--- src/rtl/writeback_arbiter.sv ---
// writeback_arbiter
//   Collects results from NUM_SOURCES functional units, each buffered in a
//   private in-order FIFO, and grants one result per cycle round-robin onto a
//   registered two-port register-file writeback bus. While the register file
//   stalls, the bus holds its contents and the FIFOs keep absorbing pushes.
module writeback_arbiter #(
   parameter int NUM_SOURCES     = 3,
   parameter int FIFO_DEPTH      = 4,
   parameter int DATA_WIDTH      = 64,
   parameter int ADDR_WIDTH      = 6,
   parameter int UNIT_CODE_WIDTH = 3,
   // Unit code per source, source 0 in the LSBs: src0=1, src1=2, src2=0
   parameter logic [NUM_SOURCES*UNIT_CODE_WIDTH-1:0] UNIT_CODES = 9'b000_010_001
) (
   input  logic                              clock_i,
   input  logic                              reset_i,
   input  logic [NUM_SOURCES-1:0]            srcValid_i,
   output logic [NUM_SOURCES-1:0]            srcReady_o,
   input  logic [NUM_SOURCES-1:0]            srcWbEn1_i,
   input  logic [NUM_SOURCES-1:0]            srcWbEn2_i,
   input  logic [NUM_SOURCES*ADDR_WIDTH-1:0] srcAddr1_i,
   input  logic [NUM_SOURCES*ADDR_WIDTH-1:0] srcAddr2_i,
   input  logic [NUM_SOURCES*DATA_WIDTH-1:0] srcVal1_i,
   input  logic [NUM_SOURCES*DATA_WIDTH-1:0] srcVal2_i,
   input  logic                              wbStall_i,
   output logic                              wbValid_o,
   output logic [UNIT_CODE_WIDTH-1:0]        functionalUnitCode_o,
   output logic                              reg1WritebackEnable_o,
   output logic                              reg2WritebackEnable_o,
   output logic [ADDR_WIDTH-1:0]             reg1WritebackAddress_o,
   output logic [ADDR_WIDTH-1:0]             reg2WritebackAddress_o,
   output logic [DATA_WIDTH-1:0]             reg1WritebackVal_o,
   output logic [DATA_WIDTH-1:0]             reg2WritebackVal_o
);

   localparam int PW = $clog2(FIFO_DEPTH);
   localparam int CW = $clog2(FIFO_DEPTH + 1);
   localparam int SW = $clog2(NUM_SOURCES);

   localparam logic [PW-1:0] PTR_ONE   = PW'(1);
   localparam logic [CW-1:0] CNT_ONE   = CW'(1);
   localparam logic [CW-1:0] CNT_ZERO  = CW'(0);
   localparam logic [CW-1:0] CNT_FULL  = CW'(FIFO_DEPTH);
   localparam logic [SW-1:0] RR_RESET  = SW'(NUM_SOURCES - 1);

   typedef struct packed {
      logic                  en1;
      logic                  en2;
      logic [ADDR_WIDTH-1:0] addr1;
      logic [ADDR_WIDTH-1:0] addr2;
      logic [DATA_WIDTH-1:0] val1;
      logic [DATA_WIDTH-1:0] val2;
   } entry_t;

   logic [NUM_SOURCES-1:0] full_s;
   logic [NUM_SOURCES-1:0] nonempty_s;
   entry_t                 head_s [NUM_SOURCES];
   entry_t                 grant_entry_s;
   logic                   grant_found_s;
   logic [SW-1:0]          grant_idx_s;
   logic [SW-1:0]          rr_ptr_r;

   assign srcReady_o = ~full_s;

   for (genvar g = 0; g < NUM_SOURCES; g++) begin : g_src
      entry_t        mem_r [FIFO_DEPTH];
      entry_t        in_entry_s;
      logic [CW-1:0] count_r;
      logic [PW-1:0] wr_ptr_r;
      logic [PW-1:0] rd_ptr_r;
      logic          push_s;
      logic          pop_s;

      assign in_entry_s = {srcWbEn1_i[g], srcWbEn2_i[g],
                           srcAddr1_i[g*ADDR_WIDTH +: ADDR_WIDTH],
                           srcAddr2_i[g*ADDR_WIDTH +: ADDR_WIDTH],
                           srcVal1_i[g*DATA_WIDTH +: DATA_WIDTH],
                           srcVal2_i[g*DATA_WIDTH +: DATA_WIDTH]};
      assign full_s[g]     = (count_r == CNT_FULL);
      assign nonempty_s[g] = (count_r != CNT_ZERO);
      // Entries with no write enable complete the handshake but are dropped
      assign push_s = srcValid_i[g] & ~full_s[g] & (srcWbEn1_i[g] | srcWbEn2_i[g]);
      assign pop_s  = grant_found_s & ~wbStall_i & (grant_idx_s == SW'(g));
      assign head_s[g] = mem_r[rd_ptr_r];

      // Occupancy and read/write pointers of this source FIFO
      always_ff @(posedge clock_i or posedge reset_i) begin
         if (reset_i) begin
            count_r  <= CNT_ZERO;
            wr_ptr_r <= {PW{1'b0}};
            rd_ptr_r <= {PW{1'b0}};
         end else begin
            if (push_s) begin
               wr_ptr_r <= wr_ptr_r + PTR_ONE;
            end
            if (pop_s) begin
               rd_ptr_r <= rd_ptr_r + PTR_ONE;
            end
            case ({push_s, pop_s})
               2'b10:   count_r <= count_r + CNT_ONE;
               2'b01:   count_r <= count_r - CNT_ONE;
               default: count_r <= count_r;
            endcase
         end
      end

      // Entry storage; contents need no reset since occupancy gates every read
      always_ff @(posedge clock_i) begin
         if (push_s) begin
            mem_r[wr_ptr_r] <= in_entry_s;
         end
      end
   end

   // Round-robin search starting one past the last granted source
   always_comb begin
      int            cand_v;
      logic [SW-1:0] sel_v;
      grant_found_s = 1'b0;
      grant_idx_s   = rr_ptr_r;
      cand_v        = 0;
      sel_v         = {SW{1'b0}};
      for (int i = 1; i <= NUM_SOURCES; i++) begin
         cand_v = (int'(rr_ptr_r) + i) % NUM_SOURCES;
         sel_v  = cand_v[SW-1:0];
         if (!grant_found_s && nonempty_s[sel_v]) begin
            grant_found_s = 1'b1;
            grant_idx_s   = sel_v;
         end else begin
            grant_found_s = grant_found_s;
         end
      end
   end

   assign grant_entry_s = head_s[grant_idx_s];

   // Writeback bus registers and grant pointer; everything holds during a stall
   always_ff @(posedge clock_i or posedge reset_i) begin
      if (reset_i) begin
         rr_ptr_r               <= RR_RESET;
         wbValid_o              <= 1'b0;
         functionalUnitCode_o   <= {UNIT_CODE_WIDTH{1'b0}};
         reg1WritebackEnable_o  <= 1'b0;
         reg2WritebackEnable_o  <= 1'b0;
         reg1WritebackAddress_o <= {ADDR_WIDTH{1'b0}};
         reg2WritebackAddress_o <= {ADDR_WIDTH{1'b0}};
         reg1WritebackVal_o     <= {DATA_WIDTH{1'b0}};
         reg2WritebackVal_o     <= {DATA_WIDTH{1'b0}};
      end else if (!wbStall_i) begin
         if (grant_found_s) begin
            rr_ptr_r               <= grant_idx_s;
            wbValid_o              <= 1'b1;
            functionalUnitCode_o   <= UNIT_CODES[int'(grant_idx_s)*UNIT_CODE_WIDTH +: UNIT_CODE_WIDTH];
            reg1WritebackEnable_o  <= grant_entry_s.en1;
            reg2WritebackEnable_o  <= grant_entry_s.en2;
            reg1WritebackAddress_o <= grant_entry_s.addr1;
            reg2WritebackAddress_o <= grant_entry_s.addr2;
            reg1WritebackVal_o     <= grant_entry_s.val1;
            reg2WritebackVal_o     <= grant_entry_s.val2;
         end else begin
            wbValid_o              <= 1'b0;
            reg1WritebackEnable_o  <= 1'b0;
            reg2WritebackEnable_o  <= 1'b0;
         end
      end
   end

endmodule

--- config.mk ---
export PLATFORM = sky130hd
export DESIGN_NAME = writeback_arbiter
export DESIGN_NICKNAME = d
export VERILOG_FILES = /design/src/rtl/writeback_arbiter.sv
export SDC_FILE = /design/constraint.sdc
export NUM_CORES = 2
export LEC_CHECK = 0
export ABC_AREA = 0
export BUFFER_PORTS_ARGS = -buffer_cell sky130_fd_sc_hd__buf_4
export CORE_MARGIN = 2
export CORE_UTILIZATION = 45
export CTS_BUF_LIST = sky130_fd_sc_hd__clkbuf_4 sky130_fd_sc_hd__clkbuf_8
export CTS_CLUSTER_DIAMETER = 120
export CTS_CLUSTER_SIZE = 14
export DETAILED_ROUTE_END_ITERATION = 10
export GPL_TIMING_DRIVEN = 0
export MAX_ROUTING_LAYER = met4
export PLACE_DENSITY_LB_ADDON = 0.05
export SYNTH_ARGS = -nofsm -noshare
export SYNTH_HDL_FRONTEND = slang
export SYNTH_SLANG_ARGS = --single-unit
--- constraint.sdc ---
create_clock -name clock_i -period 5.8 [get_ports clock_i]
set_input_delay 1.16 -clock clock_i [delete_from_list [all_inputs] [get_ports clock_i]]
set_output_delay 1.16 -clock clock_i [all_outputs]
set_load 0.02 [all_outputs]
==> flow_summary.ini <==
[drt]
post_drt_via_cell_ratio = 5.61
drt-total-wl_um = 189000
dr.first_iter.drc_count = 2975
route.detailed.drc = 0
ant_nets = 0
drt_pass1_iterations = 5
wl_per_cell_um = 30.3
vias = 34900

[worst_setup_path]
cp-endpoint = g_src[1].count_r[2]$_DFFE_PP0P_
cp_max_fo = 11
ff2ff_path_depth = 16
reg2reg_to = g_src[1].count_r[2]$_DFFE_PP0P_
r2r-start = rr_ptr_r[0]$_DFFE_PP0P_
worstSetupPathType = register to register
crit_required_ps = 6630
critPathLaunchType = register
worstPathArrival_ps = 5450
r2r_slack_ps = 1180
end_kind = register
startpoint = rr_ptr_r[0]$_DFFE_PP0P_

[floorplanning]
start_util_pct = 45.2
fp.dieH_um = 399
row_count = 145
ios = 581
coreArea_sq_um = 156000
die_w_um = 399
fp.dieArea_sq_um = 160000

[synth]
ys_types = 49
synth_edf_count = 1704
async_flop_share_pct = 8.97
yosysWarnings = 0
seq_area_frac_synth_pct = 78.7
synthCells = 3217
ys.flop_type = edfxtp_1
syn-cell-area_sq_um = 70400
syn_nets = 3669
synth-seq-cells = 1872
avgSynthCellArea_sq_um = 21.9

[clock_network]
cts_buffers = 151
hold_buffers = 0
postCtsSetupBuffers = 0
clock_latency_ps = 910
clkTransAtPathRegs_ps = 100
cts_tree = done
cts.sinks = 1872
cts-root-buf = clkbuf_8
postCtsResizedCells = 0
clk_path_buf_depth = 3
cts_max_level = 4

[power]
leakage_nw = 27.3
seqPwrFrac_pct = 43.8
p_total_mw = 41.5
powerDensity_nw_per_um2 = 509
p_sw_mw = 14.7
p_int_mw = 26.8
power_frac_clock_pct = 18.0
irDropWorstVdd_mv = 0.258
p_comb_share_pct = 38.1
p_sw_share_pct = 35.3

[cells_and_area]
stdcell_area_sq_um = 81600
final_cell_mix = 1704 x edfxtp_1, 581 x buf_4, 426 x mux4_2
area_delta_synth_final_pct = 15.9
drive_gt1_share_pct = 33.4
utilization_pct = 52.4
fin_nets = 4442
final_common_cell = edfxtp_1

[sta]
hold_violations = 0
worst_pin_slew_ps = 1400
slew_headroom_pct = 6.51
fmax_mhz = 216
fin_skew_ps = 32.6
rsz0062_at_grt = false
fin_crit_sh_pct = 79.7
period_minus_slack_ps = 4620
setup_violations = 0
drv_slew = 0

[status]
outcome = finished clean

[placement]
placed_area_sq_um = 78400
gp_congestion = 0.766
port_buffers = 579
dp_hpwl_um = 126000

[flow_run]
cap_violations = 0

[global_route]
grt_pass1_wl_um = 265000
overflow = 0
grt_use_total_pct = 24.4
grt_max_degree = 70
antenna_found_initial = 69
grt_pass1_vias = 35800

[worst_hold_path]
hp-class = input port to asynchronous set/reset pin
## logic make-up (layout without fill, tap and decap cells)
family / after synthesis / in the layout / synth area share [%]
fa+ha+maj: 20 / 20 / 0.388
buf+inv: 215 / 1105 / 1.29
compound gates: 317 / 317 / 2.79
flops: 1872 / 1872 / 78.7
other cells: 1 / 64 / 0.00533
mux: 517 / 517 / 14.9
xor+xnor: 18 / 18 / 0.224
simple gates: 257 / 257 / 1.69
## layer usage
layer  global-route usage, %  vias to the layer above  routed length, um
met5                       -                        -                  0
met4                    5.62                        0               3290
met3                    6.85                      180              14900
met2                    37.6                     1012              92000
met1                    32.4                    18700              78400
li1                        -                    15000                  -
## area by class of cell
type / instances / area [sq um]
antenna: 63 / 158
sequential: 1872 / 55400
clock buffer: 265 / 2940
buffer: 191 / 823
clock inverter: 5 / 61.3
tap: 2058 / 2570
inverter: 24 / 97.6
fill: 12500 / 74300
timing repair buffer: 620 / 5430
multi-input combinational: 1130 / 14100
## cell usage after synthesis (all sizes together) (2+ instances only)
cell	instances	area, sq um
nand2b	3	18.8
or3	3	18.8
xor2	7	61.3
o22ai	90	563
and2	12	75.1
nor2	147	552
dfrtp	167	4180
a211oi	2	15.0
a221oi	52	455
clkbuf	149	559
a32oi	2	17.5
nand3	4	20.0
mux2i	91	911
inv	24	90.1
buf	42	258
xnor2	11	96.3
a21oi	91	459
edfxtp	1704	51200
o211ai	2	15.0
nand2	19	71.3
nor3	5	35.0
nand4	55	344
nor4	4	25.0
or2	3	18.8
fa	3	60.1
o21ai	67	335
mux4	426	9590
ha	17	213
## metrics by stage
| stage | setup slack [ps] | std cells | hold WS, ps | setup TNS (ps) |
|---|---|---|---|---|
| after floorplan | 94.9 | 3217 | 495 | 0 |
| after global placement | -3990 | 5854 | 464 | -7064420 |
| final | 1180 | 6228 | 224 | 0 |
| after global routing | 800 | 6222 | 199 | 0 |
| after detailed placement | 1140 | 5895 | 465 | 0 |
| after CTS | 1130 | 6165 | 150 | 0 |
## worst max-delay path: stages, from the launching register on
cell and delay [ps]:
dfrtp_1 360, inv_1 100, ha_1 240, clkbuf_1 220, or2_2 390, a31oi_1 190, o22ai_1 150, a21oi_4 810
clkbuf_1 590, nand2_1 360, inv_1 130, ha_1 180, inv_1 60, fa_1 370, xor2_1 150, nor2_1 110
xor2_1 150
## registers in the layout, indices dropped and copies added (netlist names)
signal	cells
g_src.wr_ptr_r	6
g_src.count_r	9
functionalUnitCode_o	2
wbValid_o	1
g_src.rd_ptr_r	6
reg2WritebackAddress_o	6
reg2WritebackEnable_o	1
reg1WritebackAddress_o	6
reg2WritebackVal_o	64
g_src.mem_r	1704
reg1WritebackVal_o	64
reg1WritebackEnable_o	1
rr_ptr_r	2
## how the worst min path moves through the flow
stage | start | to | cells past startpoint
2_1_floorplan | g_src[0].count_r[2]$_DFFE_PP0P_ | g_src[0].count_r[2]$_DFFE_PP0P_ | 1
3_3_place_gp | functionalUnitCode_o[1]$_DFFE_PP0P_ | functionalUnitCode_o[1]$_DFFE_PP0P_ | 2
3_5_place_dp | functionalUnitCode_o[1]$_DFFE_PP0P_ | functionalUnitCode_o[1]$_DFFE_PP0P_ | 2
4_1_cts | reset_i | reg1WritebackVal_o[0]$_DFFE_PP0P_ | 2
5_1_grt | reset_i | reg1WritebackVal_o[0]$_DFFE_PP0P_ | 2
6_report | reset_i | reg1WritebackVal_o[0]$_DFFE_PP0P_ | 2
## power groups by stage
stage | clock [mW] | sequential [mW] | combinational (mW)
CTS | 7.73 | 18.2 | 16.2
global placement | 0 | 19.2 | 15.7
floorplan | 0 | 19.1 | 9.17
global route | 8.21 | 18.4 | 17.0
detailed placement | 0 | 18.5 | 16.1
finish | 7.49 | 18.2 | 15.8
No activity file was read; power rests on OpenSTA's default activity.
